### src/rtl/bomb_countdown_ctrl.sv
// Round supervisor: loads a difficulty-dependent M:SS countdown, decrements it once per second,
// and ends the round in DEFUSED (game win) or EXPLODED (game lose or timer expiry).
module bomb_countdown_ctrl #(
  parameter int unsigned TICK_DIV  = 50_000_000,
  parameter int unsigned EASY_SECS = 180,
  parameter int unsigned MED_SECS  = 120,
  parameter int unsigned HARD_SECS = 90
) (
  input  logic       clock,
  input  logic       reset,
  input  logic       start,
  input  logic [1:0] difficulty,
  input  logic       game_win,
  input  logic       game_lose,
  output logic [9:0] time_left,
  output logic [6:0] out_HEX_MIN,
  output logic [6:0] out_HEX_SECT,
  output logic [6:0] out_HEX_SECO,
  output logic       running,
  output logic       defused,
  output logic       exploded,
  output logic       beep
);

  localparam int unsigned CNT_W = (TICK_DIV > 2) ? $clog2(TICK_DIV) : 1;
  localparam int unsigned TIME_W = 10;

  typedef enum logic [1:0] {
    S_IDLE,
    S_RUN,
    S_DEFUSED,
    S_EXPLODED
  } state_t;

  state_t              state, state_nxt;
  logic [CNT_W-1:0]    tick_cnt, tick_cnt_nxt;
  logic [TIME_W-1:0]   time_nxt;
  logic                beep_nxt;
  logic                tick;

  assign tick = (tick_cnt == CNT_W'(TICK_DIV - 1));

  // State, counters and decoded flags; flags follow the next state so they align with it.
  always_ff @(posedge clock) begin
    if (!reset) begin
      state     <= S_IDLE;
      tick_cnt  <= '0;
      time_left <= '0;
      beep      <= 1'b0;
      running   <= 1'b0;
      defused   <= 1'b0;
      exploded  <= 1'b0;
    end else begin
      state     <= state_nxt;
      tick_cnt  <= tick_cnt_nxt;
      time_left <= time_nxt;
      beep      <= beep_nxt;
      running   <= (state_nxt == S_RUN);
      defused   <= (state_nxt == S_DEFUSED);
      exploded  <= (state_nxt == S_EXPLODED);
    end
  end

  // Next-state logic; lose beats win, win beats the tick that would expire the timer.
  always_comb begin
    state_nxt    = state;
    tick_cnt_nxt = tick_cnt;
    time_nxt     = time_left;
    beep_nxt     = 1'b0;
    case (state)
      S_IDLE: begin
        if (start) begin
          state_nxt    = S_RUN;
          tick_cnt_nxt = '0;
          case (difficulty)
            2'b00:   time_nxt = TIME_W'(EASY_SECS);
            2'b01:   time_nxt = TIME_W'(MED_SECS);
            default: time_nxt = TIME_W'(HARD_SECS);
          endcase
        end
      end
      S_RUN: begin
        tick_cnt_nxt = tick ? '0 : tick_cnt + CNT_W'(1);
        if (game_lose) begin
          state_nxt = S_EXPLODED;
        end else if (game_win) begin
          state_nxt = S_DEFUSED;
        end else if (time_left == '0) begin
          state_nxt = S_EXPLODED;
        end else if (tick) begin
          time_nxt = time_left - TIME_W'(1);
          beep_nxt = 1'b1;
          if (time_left == TIME_W'(1)) state_nxt = S_EXPLODED;
        end
      end
      default: ;
    endcase
  end

  function automatic logic [6:0] seg7(input logic [3:0] d);
    case (d)
      4'd0:    seg7 = 7'h40;
      4'd1:    seg7 = 7'h79;
      4'd2:    seg7 = 7'h24;
      4'd3:    seg7 = 7'h30;
      4'd4:    seg7 = 7'h19;
      4'd5:    seg7 = 7'h12;
      4'd6:    seg7 = 7'h02;
      4'd7:    seg7 = 7'h78;
      4'd8:    seg7 = 7'h00;
      4'd9:    seg7 = 7'h10;
      default: seg7 = 7'h7f;
    endcase
  endfunction

  logic [TIME_W-1:0] secs;
  logic [3:0]        dig_min, dig_tens, dig_ones;

  // M:SS split of the remaining time for the display.
  always_comb begin
    secs     = time_left % TIME_W'(60);
    dig_min  = 4'(time_left / TIME_W'(60));
    dig_tens = 4'(secs / TIME_W'(10));
    dig_ones = 4'(secs % TIME_W'(10));
  end

  assign out_HEX_MIN  = seg7(dig_min);
  assign out_HEX_SECT = seg7(dig_tens);
  assign out_HEX_SECO = seg7(dig_ones);

endmodule
### config.mk
export PLATFORM = sky130hd
export DESIGN_NAME = bomb_countdown_ctrl
export DESIGN_NICKNAME = d
export VERILOG_FILES = /design/src/rtl/bomb_countdown_ctrl.sv
export SDC_FILE = /design/constraint.sdc
export NUM_CORES = 1
export LEC_CHECK = 0
export BUFFER_PORTS_ARGS = -buffer_cell sky130_fd_sc_hd__buf_2
export CORE_MARGIN = 3
export CORE_UTILIZATION = 50
export CTS_BUF_LIST = sky130_fd_sc_hd__clkbuf_16
export DETAILED_ROUTE_END_ITERATION = 6
export PLACE_DENSITY = 0.77
export SLEW_MARGIN = 20
export SYNTH_ARGS = -nofsm -noshare
export SYNTH_HDL_FRONTEND = slang
export SYNTH_SLANG_ARGS = --single-unit
### constraint.sdc
create_clock -name clock -period 7.1 [get_ports clock]
set_input_delay 2.13 -clock clock [delete_from_list [all_inputs] [get_ports clock]]
set_output_delay 2.13 -clock clock [all_outputs]
set_load 0.02 [all_outputs]
==> results of run 1 <==
[registers in the layout (all words and copies together), names as in the netlist]
name / count
defused: 1
tick_cnt: 26
exploded: 1
running: 1
state: 2
time_left: 10
beep: 1
[per-layer routing]
metal	wire [um]	track usage, %	up-vias	share of wire, %
li1	-	-	1895	-
met1	4260	28.7	1758	47
met2	4250	36.0	127	47
met3	516	4.27	9	5.7
met4	71	4.70	0	0.78
met5	0	0	-	0
[layout by cell type (no fill, tap or decap), drive strengths merged, types with 8 or more instances in the layout]
cell type | synthesis | final
nand3 | 23 | 23
nor2b | 19 | 19
a31oi | 10 | 10
inv | 13 | 13
nor2 | 45 | 45
dfxtp | 42 | 42
nand4 | 10 | 10
and2 | 16 | 16
ha | 21 | 21
o21ai | 40 | 40
a21oi | 41 | 41
mux2i | 16 | 16
nor3 | 19 | 19
buf | 9 | 44
o211a | 8 | 8
nand2 | 52 | 52
[metrics by stage]
stage | hold slack, ns | setup slack [ns] | util, % | total power [mW]
detailed placement | 0.525 | 0.632 | 56.0 | 0.740
global route | 0.579 | 0.00161 | 58.2 | 1.03
CTS | 0.546 | 0.331 | 58.0 | 0.958
finish | 0.549 | 0.410 | 58.2 | 0.959
global placement | 0.505 | 0.818 | 56.0 | 0.724
floorplan | 0.493 | 0.609 | - | 0.621
[final cells by class]
type                    instances  area, sq um  share of cell area [%]
clock inverters                 3         16.3                   0.398
inverters                      13         48.8                    1.19
multi-input cells             423         2700                    66.2
repair buffers                 44          228                    5.58
clock buffers                   5          125                    3.06
flip-flops and latches         42          842                    20.6
well taps                      96          120                    2.94
[where the power goes]
| part | switching [mW] | leakage (nW) | internal, mW |
|---|---|---|---|
| Sequential | 0.0196 | 0.341 | 0.244 |
| Clock | 0.0900 | 0.0672 | 0.128 |
| Combinational | 0.301 | 1.32 | 0.176 |
[cell families (layout without fill, tap and decap cells)]
family,after synthesis,after routing,share of synthesized area (%)
multiplexers,21,21,5.92
XOR/XNOR,7,7,1.65
AND/OR/NAND/NOR,222,222,30.2
buffers and inverters,44,65,5.04
AO/OA/AOI/OAI,150,150,27.0
adder cells (fa/ha/maj),23,23,7.63
flip-flops,42,42,22.6
[critical path, stage by stage, from the launching register on]
cell                        delay (ns)
sky130_fd_sc_hd__dfxtp_1          0.65
sky130_fd_sc_hd__xor2_1           0.28
sky130_fd_sc_hd__o21ai_0          0.17
sky130_fd_sc_hd__o22a_1           0.28
sky130_fd_sc_hd__a211oi_2         0.36
sky130_fd_sc_hd__nand2b_4         0.23
sky130_fd_sc_hd__inv_2            0.08
sky130_fd_sc_hd__o21bai_4         0.29
sky130_fd_sc_hd__xnor2_1          0.17
sky130_fd_sc_hd__a221oi_1         0.30
sky130_fd_sc_hd__ha_1             0.32
sky130_fd_sc_hd__nand3_1          0.09
sky130_fd_sc_hd__o2111ai_1        0.13
sky130_fd_sc_hd__o2bb2ai_2        0.24
sky130_fd_sc_hd__mux2_2           0.37
sky130_fd_sc_hd__a21oi_1          0.15
sky130_fd_sc_hd__buf_2            0.18
[worst max-delay path by stage]
stage / startpoint / endpoint / slack, ns / depth (start not counted)
2_1_floorplan: time_left[8] / out_HEX_SECO[4] / 0.61 / 17
3_3_place_gp: time_left[8] / out_HEX_SECO[4] / 0.82 / 15
3_5_place_dp: time_left[8] / out_HEX_SECO[4] / 0.63 / 15
4_1_cts: time_left[8] / out_HEX_SECO[4] / 0.33 / 15
5_1_grt: time_left[4] / out_HEX_SECO[4] / 0.002 / 16
6_report: time_left[4] / out_HEX_SECO[4] / 0.41 / 16
[what timing repair did]
action	in CTS	in global routing
setup endpoints to repair	0	6
gates resized for setup	0	4
setup buffers	0	0
==> report_table.html, run 1 <==
<table>
<tr><th>Metric</th><th>Value</th></tr>
<tr><th colspan="2">Run status</th></tr>
<tr><td>Result of the run</td><td>complete, no violations</td></tr>
<tr><th colspan="2">Worst setup path</th></tr>
<tr><td>Required time worst endpoint</td><td>4.97 ns</td></tr>
<tr><td>Worst setup EP type</td><td>output pin</td></tr>
<tr><td>Startpoint type of the worst setup path</td><td>register</td></tr>
<tr><td>Path depth of the worst reg2reg path</td><td>10</td></tr>
<tr><td>CP arrival</td><td>4.56 ns</td></tr>
<tr><td>Worst reg2reg setup slack</td><td>4.29 ns</td></tr>
<tr><td>Maximum fanout encountered on the critical timing path</td><td>15</td></tr>
<tr><td>Worst setup path class</td><td>register to output pin</td></tr>
<tr><td>Startpoint of the most critical register-to-register path</td><td>tick_cnt[0]</td></tr>
<tr><td>Terminus of the critical flop-to-flop path</td><td>tick_cnt[11]</td></tr>
<tr><th colspan="2">Logic synthesis</th></tr>
<tr><td>Top post-synthesis cells by area</td><td>sky130_fd_sc_hd__dfxtp_1 (23%), sky130_fd_sc_hd__ha_1 (7.1%), sky130_fd_sc_hd__a21oi_1 (5.4%)</td></tr>
<tr><td>Proportion of register bits with asynchronous set or reset after synthesis</td><td>0%</td></tr>
<tr><td>Most area-hungry cell type in the Yosys netlist</td><td>sky130_fd_sc_hd__dfxtp_1</td></tr>
<tr><td>Dominant register cell in the synthesized netlist</td><td>sky130_fd_sc_hd__dfxtp_1</td></tr>
<tr><td>Count of flip-flops with a built-in enable after synthesis</td><td>0</td></tr>
<tr><td>FF+latch count, synth</td><td>42</td></tr>
<tr><td>Part of the Yosys area used for sequential elements</td><td>22.6%</td></tr>
<tr><td>Synthesized netlist cell count</td><td>509</td></tr>
<tr><td>Yosys warnings</td><td>0</td></tr>
<tr><td>Combined area of all synthesized cells</td><td>0.00372 sq mm</td></tr>
<tr><td>Top-area cell type share of the netlist area</td><td>22.6%</td></tr>
<tr><td>Leading cell types by count after synthesis</td><td>sky130_fd_sc_hd__nand2_1 (52), sky130_fd_sc_hd__nor2_1 (45), sky130_fd_sc_hd__dfxtp_1 (42)</td></tr>
<tr><td>Most used standard cell by instance count after synthesis</td><td>sky130_fd_sc_hd__nand2_1</td></tr>
<tr><td>Syn Nets</td><td>537</td></tr>
<tr><td>Netlist cell types</td><td>66</td></tr>
<tr><td>Syn Area/Cell</td><td>7.31 sq um</td></tr>
<tr><th colspan="2">Finish</th></tr>
<tr><td>Relative area change from synthesis to final layout</td><td>9.71%</td></tr>
<tr><td>Final cell count without fillers</td><td>626</td></tr>
<tr><td>Area of all placed cells without fillers</td><td>0.00408 sq mm</td></tr>
<tr><td>Fraction of final layout cells with drive strength greater than 1</td><td>14.3%</td></tr>
<tr><td>Net total in the final layout</td><td>557</td></tr>
<tr><td>Fillers</td><td>657</td></tr>
<tr><td>Antenna diode count</td><td>0</td></tr>
<tr><th colspan="2">Clocking</th></tr>
<tr><td>Total of hold buffers inserted after clock tree synthesis</td><td>0</td></tr>
<tr><td>Latest clock arrival within the worst-skew pair</td><td>0.28 ns</td></tr>
<tr><td>Number of buffers inserted during clock tree synthesis</td><td>5</td></tr>
<tr><td>Maximum clock path buffer count</td><td>2</td></tr>
<tr><td>Clock-pin slew on the worst setup and hold paths</td><td>0.06 ns</td></tr>
<tr><td>Clk Tree Root Cell</td><td>sky130_fd_sc_hd__clkbuf_16</td></tr>
<tr><td>Number of H-tree levels</td><td>2</td></tr>
<tr><td>TritonCTS clock tree</td><td>done</td></tr>
<tr><td>Total clock sinks</td><td>42</td></tr>
<tr><th colspan="2">Routing</th></tr>
<tr><td>Total iterations of the first detailed-routing run</td><td>5</td></tr>
<tr><td>Residual antenna-violating net count after detailed routing</td><td>0</td></tr>
<tr><td>Via density per instance</td><td>6.05</td></tr>
<tr><td>Overall via count from detail_route</td><td>3789</td></tr>
<tr><td>Total routed wirelength</td><td>9100 um</td></tr>
<tr><td>Routed length per instance</td><td>14.5 um</td></tr>
<tr><td>Remaining design rule violation count</td><td>0</td></tr>
<tr><td>Iter 0 DRT Violations</td><td>224</td></tr>
<tr><th colspan="2">Pwr</th></tr>
<tr><td>Maximum vdd ir drop</td><td>246 uV</td></tr>
<tr><td>Static leakage</td><td>1.72 nW</td></tr>
<tr><td>Power density of the placed cells</td><td>235 mW/mm^2</td></tr>
<tr><th colspan="2">Global routing</th></tr>
<tr><td>First-pass GRT wire length</td><td>15800 um</td></tr>
<tr><td>GR Util All Layers</td><td>21.6%</td></tr>
<tr><td>Number of antenna violations at the first check in global routing</td><td>0</td></tr>
<tr><td>Vias in the first global route</td><td>3583</td></tr>
<tr><td>Largest net degree at the start of global routing</td><td>39</td></tr>
<tr><td>Gr ovfl total</td><td>0</td></tr>
<tr><th colspan="2">Run</th></tr>
<tr><td>Max-Cap Viols</td><td>0</td></tr>
<tr><th colspan="2">Timing</th></tr>
<tr><td>Total negative setup slack</td><td>0 ns</td></tr>
<tr><td>Worst max-slew margin expressed relative to the limit</td><td>38.4%</td></tr>
<tr><td>Pins over their slew limit</td><td>0</td></tr>
<tr><td>Setup repair after global routing missed its margin</td><td>false</td></tr>
<tr><td>Final min period</td><td>6.69 ns</td></tr>
<tr><td>Final worst path period share</td><td>94.2%</td></tr>
<tr><td>Transition time at the pin with the least slew margin</td><td>0.925 ns</td></tr>
<tr><td>Hold Violations, Final</td><td>0</td></tr>
<tr><td>Worst-case clock skew</td><td>0.00573 ns</td></tr>
<tr><td>Achievable frequency</td><td>149 MHz</td></tr>
<tr><td>Number of failing setup endpoints in the final timing report</td><td>0</td></tr>
<tr><th colspan="2">Floorplanning</th></tr>
<tr><td>Placement row count</td><td>30</td></tr>
<tr><td>Num ports</td><td>42</td></tr>
<tr><td>Starting density of the core</td><td>53.0%</td></tr>
<tr><td>Die height</td><td>92.3 um</td></tr>
<tr><td>Core footprint</td><td>0.00702 sq mm</td></tr>
<tr><td>Area enclosed by the die boundary</td><td>0.00852 sq mm</td></tr>
<tr><td>Die W</td><td>92.3 um</td></tr>
<tr><th colspan="2">Placement</th></tr>
<tr><td>HPWL after detailed placement</td><td>6490 um</td></tr>
<tr><td>Area after DPL</td><td>0.00393 sq mm</td></tr>
<tr><td>Total of buffers placed on input and output ports</td><td>41</td></tr>
<tr><td>Cell Count Post-Placement</td><td>618</td></tr>
<tr><td>Weighted congestion at the end of routability-driven global placement</td><td>0.884</td></tr>
<tr><th colspan="2">Worst hold path</th></tr>
<tr><td>End of the worst hold path</td><td>tick_cnt[25]</td></tr>
<tr><td>Startpoint of the worst hold path</td><td>tick_cnt[25]</td></tr>
<tr><td>Worst Hold Depth</td><td>1</td></tr>
<tr><td>Hold Path Class</td><td>register to register</td></tr>
</table>
Note: power is estimated with default switching activity, not from simulation.
==> run 2: changes to the inputs <==
==> constraint.sdc (replaced) <==
create_clock -name clock -period 6.85 [get_ports clock]
set_input_delay 2.055 -clock clock [delete_from_list [all_inputs] [get_ports clock]]
set_output_delay 2.055 -clock clock [all_outputs]
set_load 0.02 [all_outputs]
==> run 2 against run 1 <==
Final area up 0.12%. First-iteration DRC count up 25%. Final cell count up 0.16%. Via count up 0.82%. Critical path depth unchanged. Sequential power up 4%. Clock power up 2%. Clock skew down 0.0026 ns. Critical endpoint is now out_HEX_SECO[6]. Worst hold slack worse by 0.0079 ns. Count of clock-buffer cells in the layout unchanged. Global-route usage down 0.60 points.
==> report_table.html, run 2 (synthesis results as in run 1) <==
<table>
<tr><th>Metric</th><th>Value</th></tr>
<tr><th colspan="2">Finish</th></tr>
<tr><td>Top flop regs</td><td>tick_cnt: 26 flops, time_left: 10 flops, state: 2 flops</td></tr>
<tr><td>FF/Latch Area</td><td>846 sq um (+0.45%)</td></tr>
<tr><td>Commonest non-fill, non-tap cells in the layout</td><td>sky130_fd_sc_hd__nand2_1 (52), sky130_fd_sc_hd__nor2_1 (45), sky130_fd_sc_hd__buf_2 (41)</td></tr>
<tr><td>Fraction of final layout cells with drive strength greater than 1</td><td>14.5% (+0.16 points)</td></tr>
<tr><td>Most flops, register</td><td>tick_cnt</td></tr>
<tr><td>Fillers</td><td>651 (-0.91%)</td></tr>
<tr><td>Number of flip-flops under the largest register name</td><td>26 (unchanged)</td></tr>
<tr><td>Area of all placed cells without fillers</td><td>0.00409 sq mm (+0.12%)</td></tr>
<tr><td>Area of the multi-input gates</td><td>0.00270 sq mm (about the same)</td></tr>
<tr><td>Antenna diode count</td><td>0 (unchanged)</td></tr>
<tr><td>Relative area change from synthesis to final layout</td><td>9.85%</td></tr>
<tr><td>Leading cell type in the layout, fill and taps excluded</td><td>sky130_fd_sc_hd__nand2_1</td></tr>
<tr><td>Net total in the final layout</td><td>558 (+0.18%)</td></tr>
<tr><th colspan="2">Global routing</th></tr>
<tr><td>Largest net degree at the start of global routing</td><td>39 (unchanged)</td></tr>
<tr><td>Number of antenna violations at the first check in global routing</td><td>0 (unchanged)</td></tr>
<tr><td>Gr ovfl total</td><td>0 (unchanged)</td></tr>
<tr><td>Vias in the first global route</td><td>3341 (-6.8%)</td></tr>
<tr><td>GR Util All Layers</td><td>21.0% (-0.60 points)</td></tr>
<tr><td>First-pass GRT wire length</td><td>15200 um (-3.8%)</td></tr>
<tr><th colspan="2">Routing</th></tr>
<tr><td>Total routed wirelength</td><td>8940 um (-1.7%)</td></tr>
<tr><td>Residual antenna-violating net count after detailed routing</td><td>0 (unchanged)</td></tr>
<tr><td>Overall via count from detail_route</td><td>3820 (+0.82%)</td></tr>
<tr><td>Iter 0 DRT Violations</td><td>280 (+25%)</td></tr>
<tr><td>Remaining design rule violation count</td><td>0 (unchanged)</td></tr>
<tr><td>Total iterations of the first detailed-routing run</td><td>5 (unchanged)</td></tr>
<tr><td>Routed length per instance</td><td>14.3 um (-1.9%)</td></tr>
<tr><td>Via density per instance</td><td>6.09 (+0.66%)</td></tr>
<tr><th colspan="2">Worst setup path</th></tr>
<tr><td>Library cell contributing the largest single delay on the critical path</td><td>sky130_fd_sc_hd__dfxtp_1</td></tr>
<tr><td>CP arrival</td><td>4.47 ns (-0.09 ns)</td></tr>
<tr><td>Worst setup EP type</td><td>output pin</td></tr>
<tr><td>Maximum fanout encountered on the critical timing path</td><td>14 (-1)</td></tr>
<tr><td>Startpoint type of the worst setup path</td><td>register</td></tr>
<tr><td>Required time worst endpoint</td><td>4.80 ns (-0.17 ns)</td></tr>
<tr><td>Crit path buf inv count</td><td>2 (unchanged)</td></tr>
<tr><td>Largest delay share family, worst path</td><td>compound AO/OA/AOI/OAI gates</td></tr>
<tr><td>Slowest cell delay on critical path</td><td>0.44 ns (-0.21 ns)</td></tr>
<tr><td>Startpoint of the most critical register-to-register path</td><td>tick_cnt[0]</td></tr>
<tr><td>Terminus of the critical flop-to-flop path</td><td>tick_cnt[5]</td></tr>
<tr><td>Path depth of the worst reg2reg path</td><td>10 (unchanged)</td></tr>
<tr><td>Worst setup path class</td><td>register to output pin</td></tr>
<tr><td>Cell-by-cell listing of the critical path</td><td>maj3_2 &gt; o211a_1 &gt; or2_0 &gt; a2111o_1 &gt; a31o_2 &gt; nor2_1 &gt; nor2_1 &gt; a221oi_1 &gt; ha_1 &gt; nand3_1 &gt; o2111ai_1 &gt; o2bb2ai_2 &gt; buf_4 &gt; mux2i_1 &gt; mux2i_1 &gt; buf_2</td></tr>
<tr><td>Worst reg2reg setup slack</td><td>3.99 ns (-0.30 ns)</td></tr>
<tr><th colspan="2">Floorplanning</th></tr>
<tr><td>Core footprint</td><td>0.00702 sq mm (unchanged)</td></tr>
<tr><td>Placement row count</td><td>30 (unchanged)</td></tr>
<tr><td>Num ports</td><td>42 (unchanged)</td></tr>
<tr><td>Starting density of the core</td><td>53.0% (unchanged)</td></tr>
<tr><td>Die W</td><td>92.3 um (unchanged)</td></tr>
<tr><td>Die height</td><td>92.3 um (unchanged)</td></tr>
<tr><td>Area enclosed by the die boundary</td><td>0.00852 sq mm (unchanged)</td></tr>
<tr><th colspan="2">Timing</th></tr>
<tr><td>Final min period</td><td>6.52 ns</td></tr>
<tr><td>Transition time at the pin with the least slew margin</td><td>0.921 ns (-0.00340 ns)</td></tr>
<tr><td>Worst-case clock skew</td><td>0.00316 ns (-0.00257 ns)</td></tr>
<tr><td>Number of failing setup endpoints in the final timing report</td><td>0 (unchanged)</td></tr>
<tr><td>Setup repair after global routing missed its margin</td><td>false</td></tr>
<tr><td>Hold Violations, Final</td><td>0 (unchanged)</td></tr>
<tr><td>Pins over their slew limit</td><td>0 (unchanged)</td></tr>
<tr><td>Hold WS</td><td>0.541 ns (-0.00790 ns)</td></tr>
<tr><td>Achievable frequency</td><td>153 MHz</td></tr>
<tr><td>Total negative setup slack</td><td>0 ns (unchanged)</td></tr>
<tr><td>Final worst path period share</td><td>95.2%</td></tr>
<tr><td>Setup WS post-layout</td><td>0.329 ns (-0.0817 ns)</td></tr>
<tr><td>Worst max-slew margin expressed relative to the limit</td><td>38.6% (+0.23 points)</td></tr>
<tr><th colspan="2">Worst hold path</th></tr>
<tr><td>Worst Hold Depth</td><td>1 (unchanged)</td></tr>
<tr><td>Startpoint of the worst hold path</td><td>tick_cnt[25]</td></tr>
<tr><td>End of the worst hold path</td><td>tick_cnt[25]</td></tr>
<tr><td>Hold Path Class</td><td>register to register</td></tr>
<tr><th colspan="2">Pwr</th></tr>
<tr><td>Power density of the placed cells</td><td>241 mW/mm^2 (+2.7%)</td></tr>
<tr><td>Design internal power</td><td>0.567 mW (+3.4%)</td></tr>
<tr><td>Seq pwr share</td><td>27.7% (+0.2 points)</td></tr>
<tr><td>Total power after layout</td><td>0.986 mW (+2.9%)</td></tr>
<tr><td>Combinational cell fraction of total power</td><td>49.7% (about the same)</td></tr>
<tr><td>Static leakage</td><td>1.73 nW (+0.31%)</td></tr>
<tr><td>Switching portion of total power</td><td>42.5% (-0.28 points)</td></tr>
<tr><td>Clock Power Share</td><td>22.5% (-0.3 points)</td></tr>
<tr><td>Maximum vdd ir drop</td><td>219 uV (-11%)</td></tr>
<tr><td>Net switching power</td><td>0.419 mW (+2.2%)</td></tr>
<tr><th colspan="2">Clocking</th></tr>
<tr><td>Clock-pin slew on the worst setup and hold paths</td><td>0.06 ns (about the same)</td></tr>
<tr><td>Total clock sinks</td><td>42 (unchanged)</td></tr>
<tr><td>TritonCTS clock tree</td><td>done</td></tr>
<tr><td>Maximum clock path buffer count</td><td>2 (unchanged)</td></tr>
<tr><td>Latest clock arrival within the worst-skew pair</td><td>0.28 ns (about the same)</td></tr>
<tr><td>Number of buffers inserted during clock tree synthesis</td><td>5 (unchanged)</td></tr>
<tr><td>Total of hold buffers inserted after clock tree synthesis</td><td>0 (unchanged)</td></tr>
<tr><td>Number of H-tree levels</td><td>2 (unchanged)</td></tr>
<tr><td>Clk Tree Root Cell</td><td>sky130_fd_sc_hd__clkbuf_16</td></tr>
<tr><th colspan="2">Placement</th></tr>
<tr><td>Weighted congestion at the end of routability-driven global placement</td><td>0.913 (+3.3%)</td></tr>
<tr><td>Total of buffers placed on input and output ports</td><td>41 (unchanged)</td></tr>
<tr><td>Area after DPL</td><td>0.00394 sq mm (+0.19%)</td></tr>
<tr><td>HPWL after detailed placement</td><td>6420 um (-1.1%)</td></tr>
<tr><td>Setup Slack @ Placement</td><td>0.570 ns (-0.0623 ns)</td></tr>
<tr><th colspan="2">Run</th></tr>
<tr><td>Max-Cap Viols</td><td>0 (unchanged)</td></tr>
<tr><th colspan="2">Run status</th></tr>
<tr><td>Result of the run</td><td>complete, no violations</td></tr>
</table>
[run 2: per-stage QoR]
step	instances	util, %
6_report	627	58.3
5_1_grt	627	58.3
4_1_cts	627	58.1
3_5_place_dp	619	56.1
3_3_place_gp	619	56.1
2_1_floorplan	509	-
[run 2: worst max-delay path by stage]
| stage | slack (ns) | to | start | cells after the start |
|---|---|---|---|---|
| 6_report | 0.33 | out_HEX_SECO[6] | time_left[7] | 16 |
| 3_5_place_dp | 0.57 | out_HEX_SECO[6] | time_left[8] | 16 |
| 2_1_floorplan | 0.43 | out_HEX_SECO[4] | time_left[8] | 17 |
| 4_1_cts | 0.26 | out_HEX_SECO[6] | time_left[8] | 16 |
| 5_1_grt | 0.006 | out_HEX_SECO[0] | time_left[7] | 16 |
| 3_3_place_gp | 0.72 | out_HEX_SECO[4] | time_left[8] | 15 |
[run 2: layer usage]
metal | vias to the layer above | track usage (%) | part of all wire, %
li1 | 1899 | - | -
met1 | 1774 | 29.0 | 48
met2 | 137 | 33.4 | 45
met3 | 10 | 3.86 | 5.7
met4 | 0 | 5.45 | 0.87
met5 | - | 0 | 0
[run 2: layout make-up]
class	count	share of cell area, %
clock buffers	5	3.06
clock inverters	3	0.275
inverters	13	1.19
multi-input cells	423	66.1
flip-flops and latches	42	20.7
well taps	96	2.94
repair buffers	45	5.75
[run 2: power groups by stage]
stage	Clock [mW]	Combinational, mW	Sequential [mW]
detailed placement	0	0.487	0.278
floorplan	0	0.370	0.274
global placement	0	0.474	0.277
finish	0.222	0.490	0.274
global route	0.237	0.536	0.276
CTS	0.226	0.489	0.273
[run 2: what timing repair did]
item | 4_1_cts | 5_1_grt
buffers inserted | 0 | 0
resized for setup | 0 | 6
setup endpoints to repair | 0 | 7
==> run 3: changes to the inputs <==
--- a/config.mk
+++ b/config.mk
@@ -6,6 +6,7 @@
 export NUM_CORES = 1
 export LEC_CHECK = 0
 export BUFFER_PORTS_ARGS = -buffer_cell sky130_fd_sc_hd__buf_2
+export CORE_ASPECT_RATIO = 0.5
 export CORE_MARGIN = 3
 export CORE_UTILIZATION = 50
 export CTS_BUF_LIST = sky130_fd_sc_hd__clkbuf_16
==> run 3 against run 2 <==
Final cell count is 0.64% lower. Critical endpoint unchanged. Clock power hardly changed. Core utilization rose by 0.71 points. Non-clock buffer count stayed put. First-iteration DRC count up 44%.
==> report_table.html, run 3 (synthesis results as in run 1) <==
<table>
<tr><th>Metric</th><th>Value</th></tr>
<tr><th colspan="2">Clocking</th></tr>
<tr><td>Latest clock arrival within the worst-skew pair</td><td>0.28 ns (about the same)</td></tr>
<tr><td>Number of H-tree levels</td><td>2 (unchanged)</td></tr>
<tr><td>Clk Tree Root Cell</td><td>sky130_fd_sc_hd__clkbuf_16</td></tr>
<tr><td>Total clock sinks</td><td>42 (unchanged)</td></tr>
<tr><td>Number of buffers inserted during clock tree synthesis</td><td>5 (unchanged)</td></tr>
<tr><td>Clock-pin slew on the worst setup and hold paths</td><td>0.06 ns (about the same)</td></tr>
<tr><td>Maximum clock path buffer count</td><td>2 (unchanged)</td></tr>
<tr><td>Buffer count from post-CTS setup fixing</td><td>0 (unchanged)</td></tr>
<tr><td>TritonCTS clock tree</td><td>done</td></tr>
<tr><th colspan="2">Worst setup path</th></tr>
<tr><td>Worst setup EP type</td><td>output pin</td></tr>
<tr><td>Slowest cell delay on critical path</td><td>0.41 ns (-0.03 ns)</td></tr>
<tr><td>CP arrival</td><td>4.31 ns (-0.16 ns)</td></tr>
<tr><td>Required time worst endpoint</td><td>4.80 ns (about the same)</td></tr>
<tr><td>Cell-by-cell listing of the critical path</td><td>maj3_2 &gt; o211a_1 &gt; or2_0 &gt; a2111o_1 &gt; a31o_2 &gt; nor2_2 &gt; nor2_1 &gt; a221oi_1 &gt; ha_1 &gt; nand3_1 &gt; o2111ai_1 &gt; o2bb2ai_2 &gt; buf_4 &gt; mux2i_1 &gt; mux2i_1 &gt; buf_2</td></tr>
<tr><td>Startpoint type of the worst setup path</td><td>register</td></tr>
<tr><td>Worst reg2reg setup slack</td><td>4.03 ns (+0.04 ns)</td></tr>
<tr><td>Startpoint of the most critical register-to-register path</td><td>tick_cnt[0]</td></tr>
<tr><td>Most used cell, CP</td><td>sky130_fd_sc_hd__mux2i_1</td></tr>
<tr><td>Library cell contributing the largest single delay on the critical path</td><td>sky130_fd_sc_hd__dfxtp_2</td></tr>
<tr><td>Path depth of the worst reg2reg path</td><td>10 (unchanged)</td></tr>
<tr><td>Maximum fanout encountered on the critical timing path</td><td>17 (+3)</td></tr>
<tr><td>Worst setup path class</td><td>register to output pin</td></tr>
<tr><td>Terminus of the critical flop-to-flop path</td><td>tick_cnt[5]</td></tr>
<tr><th colspan="2">Routing</th></tr>
<tr><td>Routed length per instance</td><td>13.8 um (-2.9%)</td></tr>
<tr><td>Iter 0 DRT Violations</td><td>402 (+44%)</td></tr>
<tr><td>Overall via count from detail_route</td><td>3728 (-2.4%)</td></tr>
<tr><td>Via density per instance</td><td>5.98 (-1.8%)</td></tr>
<tr><td>Total routed wirelength</td><td>8630 um (-3.5%)</td></tr>
<tr><td>Residual antenna-violating net count after detailed routing</td><td>0 (unchanged)</td></tr>
<tr><td>Total iterations of the first detailed-routing run</td><td>5 (unchanged)</td></tr>
<tr><td>Remaining design rule violation count</td><td>0 (unchanged)</td></tr>
<tr><th colspan="2">Pwr</th></tr>
<tr><td>Maximum vdd ir drop</td><td>121 uV (-45%)</td></tr>
<tr><td>Static leakage</td><td>1.74 nW (+0.38%)</td></tr>
<tr><td>Net switching power</td><td>0.415 mW (-1.1%)</td></tr>
<tr><td>Design internal power</td><td>0.568 mW (+0.14%)</td></tr>
<tr><td>Switching portion of total power</td><td>42.2% (-0.30 points)</td></tr>
<tr><td>Power density of the placed cells</td><td>240 mW/mm^2 (-0.41%)</td></tr>
<tr><td>Total power after layout</td><td>0.982 mW (-0.38%)</td></tr>
<tr><td>Seq pwr share</td><td>27.9% (+0.2 points)</td></tr>
<tr><td>Clock Power Share</td><td>22.6% (about the same)</td></tr>
<tr><td>Combinational cell fraction of total power</td><td>49.5% (-0.2 points)</td></tr>
<tr><th colspan="2">Timing</th></tr>
<tr><td>Final min period</td><td>6.36 ns (-0.161 ns)</td></tr>
<tr><td>Total negative setup slack</td><td>0 ns (unchanged)</td></tr>
<tr><td>Transition time at the pin with the least slew margin</td><td>0.908 ns (-0.0130 ns)</td></tr>
<tr><td>Worst-case clock skew</td><td>0.00413 ns (+0.000973 ns)</td></tr>
<tr><td>Pins over their slew limit</td><td>0 (unchanged)</td></tr>
<tr><td>Worst max-slew margin expressed relative to the limit</td><td>39.5% (+0.86 points)</td></tr>
<tr><td>Final worst path period share</td><td>92.9% (-2.3 points)</td></tr>
<tr><td>Hold Violations, Final</td><td>0 (unchanged)</td></tr>
<tr><td>Achievable frequency</td><td>157 MHz (+2.5%)</td></tr>
<tr><td>Hold WS</td><td>0.538 ns (-0.00341 ns)</td></tr>
<tr><td>Setup repair after global routing missed its margin</td><td>false</td></tr>
<tr><td>Number of failing setup endpoints in the final timing report</td><td>0 (unchanged)</td></tr>
<tr><th colspan="2">Global routing</th></tr>
<tr><td>Vias in the first global route</td><td>3363 (+0.66%)</td></tr>
<tr><td>Grt peak-use layer</td><td>met2</td></tr>
<tr><td>GR met1 Demand/Resource</td><td>24.6% (-4.5 points)</td></tr>
<tr><td>GR met3 Demand/Resource</td><td>2.64% (-1.2 points)</td></tr>
<tr><td>Number of antenna violations at the first check in global routing</td><td>0 (unchanged)</td></tr>
<tr><td>GR Util All Layers</td><td>19.8% (-1.1 points)</td></tr>
<tr><td>Largest net degree at the start of global routing</td><td>39 (unchanged)</td></tr>
<tr><td>First-pass GRT wire length</td><td>14500 um (-4.8%)</td></tr>
<tr><td>Gr ovfl total</td><td>0 (unchanged)</td></tr>
<tr><td>GRT met2 Usage</td><td>36.5% (+3.1 points)</td></tr>
<tr><th colspan="2">Worst hold path</th></tr>
<tr><td>End of the worst hold path</td><td>tick_cnt[21]</td></tr>
<tr><td>Worst Hold Depth</td><td>2 (+1)</td></tr>
<tr><td>Startpoint of the worst hold path</td><td>tick_cnt[21]</td></tr>
<tr><td>Hold Path Class</td><td>register to register</td></tr>
<tr><th colspan="2">Finish</th></tr>
<tr><td>FF/Latch Area</td><td>848 sq um (+0.30%)</td></tr>
<tr><td>Antenna diode count</td><td>0 (unchanged)</td></tr>
<tr><td>Top flop regs</td><td>tick_cnt: 26 flops, time_left: 10 flops, state: 2 flops</td></tr>
<tr><td>Fraction of final layout cells with drive strength greater than 1</td><td>15.3% (+0.75 points)</td></tr>
<tr><td>Commonest non-fill, non-tap cells in the layout</td><td>sky130_fd_sc_hd__nand2_1 (52), sky130_fd_sc_hd__nor2_1 (44), sky130_fd_sc_hd__buf_2 (41)</td></tr>
<tr><td>Net total in the final layout</td><td>558 (unchanged)</td></tr>
<tr><td>Core occupancy in the finished layout</td><td>59.0% (+0.71 points)</td></tr>
<tr><td>Fillers</td><td>624 (-4.1%)</td></tr>
<tr><td>Number of flip-flops under the largest register name</td><td>26 (unchanged)</td></tr>
<tr><td>Leading cell type in the layout, fill and taps excluded</td><td>sky130_fd_sc_hd__nand2_1</td></tr>
<tr><td>Most flops, register</td><td>tick_cnt</td></tr>
<tr><td>Relative area change from synthesis to final layout</td><td>9.88% (about the same)</td></tr>
<tr><td>Area of all placed cells without fillers</td><td>0.00409 sq mm (about the same)</td></tr>
<tr><td>Area of the multi-input gates</td><td>0.00271 sq mm (about the same)</td></tr>
<tr><th colspan="2">Placement</th></tr>
<tr><td>Weighted congestion at the end of routability-driven global placement</td><td>0.889 (-2.6%)</td></tr>
<tr><td>Total of buffers placed on input and output ports</td><td>41 (unchanged)</td></tr>
<tr><td>HPWL after detailed placement</td><td>6090 um (-5.2%)</td></tr>
<tr><td>Area after DPL</td><td>0.00393 sq mm (-0.13%)</td></tr>
<tr><th colspan="2">Run</th></tr>
<tr><td>Max-Cap Viols</td><td>0 (unchanged)</td></tr>
<tr><th colspan="2">Floorplanning</th></tr>
<tr><td>Core footprint</td><td>0.00694 sq mm (-1.2%)</td></tr>
<tr><td>Starting density of the core</td><td>53.7% (+0.63 points)</td></tr>
<tr><td>Die height</td><td>67.0 um (-27%)</td></tr>
<tr><td>Placement row count</td><td>21 (-30%)</td></tr>
<tr><td>Die W</td><td>128 um (+39%)</td></tr>
<tr><td>Num ports</td><td>42 (unchanged)</td></tr>
<tr><td>Area enclosed by the die boundary</td><td>0.00858 sq mm (+0.74%)</td></tr>
<tr><th colspan="2">Run status</th></tr>
<tr><td>Result of the run</td><td>complete, no violations</td></tr>
</table>
[run 3: cell count changes in the layout (fill, tap and decap cells not counted), sizes merged]
| cell | change |
|---|---|
| clkinv | -1 |
| inv | +1 |
[run 3: power by group through the flow]
stage | Sequential [mW] | Combinational, mW | Clock (mW)
final | 0.274 | 0.486 | 0.222
after global routing | 0.276 | 0.538 | 0.234
after CTS | 0.272 | 0.486 | 0.224
after detailed placement | 0.278 | 0.483 | 0
after global placement | 0.277 | 0.475 | 0
after floorplan | 0.274 | 0.370 | 0
[run 3: metrics by stage]
step,setup slack (ns),std cells
2_1_floorplan,0.434,509
3_3_place_gp,0.714,615
3_5_place_dp,0.600,615
4_1_cts,0.299,623
5_1_grt,0.0280,623
6_report,0.489,623
[run 3: how the worst max path moves through the flow]
stage | cells past startpoint | startpoint | to | slack [ns]
3_3_place_gp | 15 | time_left[5] | out_HEX_SECO[4] | 0.71
6_report | 16 | time_left[8] | out_HEX_SECO[6] | 0.49
4_1_cts | 16 | time_left[8] | out_HEX_SECO[6] | 0.30
5_1_grt | 16 | time_left[5] | out_HEX_SECO[6] | 0.03
2_1_floorplan | 17 | time_left[8] | out_HEX_SECO[4] | 0.43
3_5_place_dp | 16 | time_left[8] | out_HEX_SECO[6] | 0.60
[run 3: area by class of cell]
| class | instances | area share [%] |
|---|---|---|
| Sequential cell | 42 | 20.7 |
| Multi-Input combinational cell | 423 | 66.1 |
| Timing Repair Buffer | 45 | 5.75 |
| Inverter | 13 | 1.19 |
| Clock inverter | 3 | 0.306 |
| Clock buffer | 5 | 3.06 |
| Tap cell | 92 | 2.81 |
[run 3: worst max-delay path: cells and delay by family (launching register included)]
kind	cells	cell delay, ns
buffers and inverters	2	0.37
AOI/OAI and AO/OA	6	1.55
muxes	2	0.29
and+or+nand+nor	4	0.72
DFF	1	0.41
adders and majority gates	2	0.66
[run 3: per-layer routing]
metal  routed length (um)  vias up
li1                     -     1890
met1                 4100     1725
met2                 4020      103
met3                  415       10
met4                   84        0
met5                    0        -
[run 3: what timing repair did]
| item | in CTS | in global routing |
|---|---|---|
| resized for setup | 0 | 9 |
| endpoints found under the hold margin | 0 | 0 |
| setup endpoints to repair | 0 | 7 |
| hold buffers | 0 | 0 |
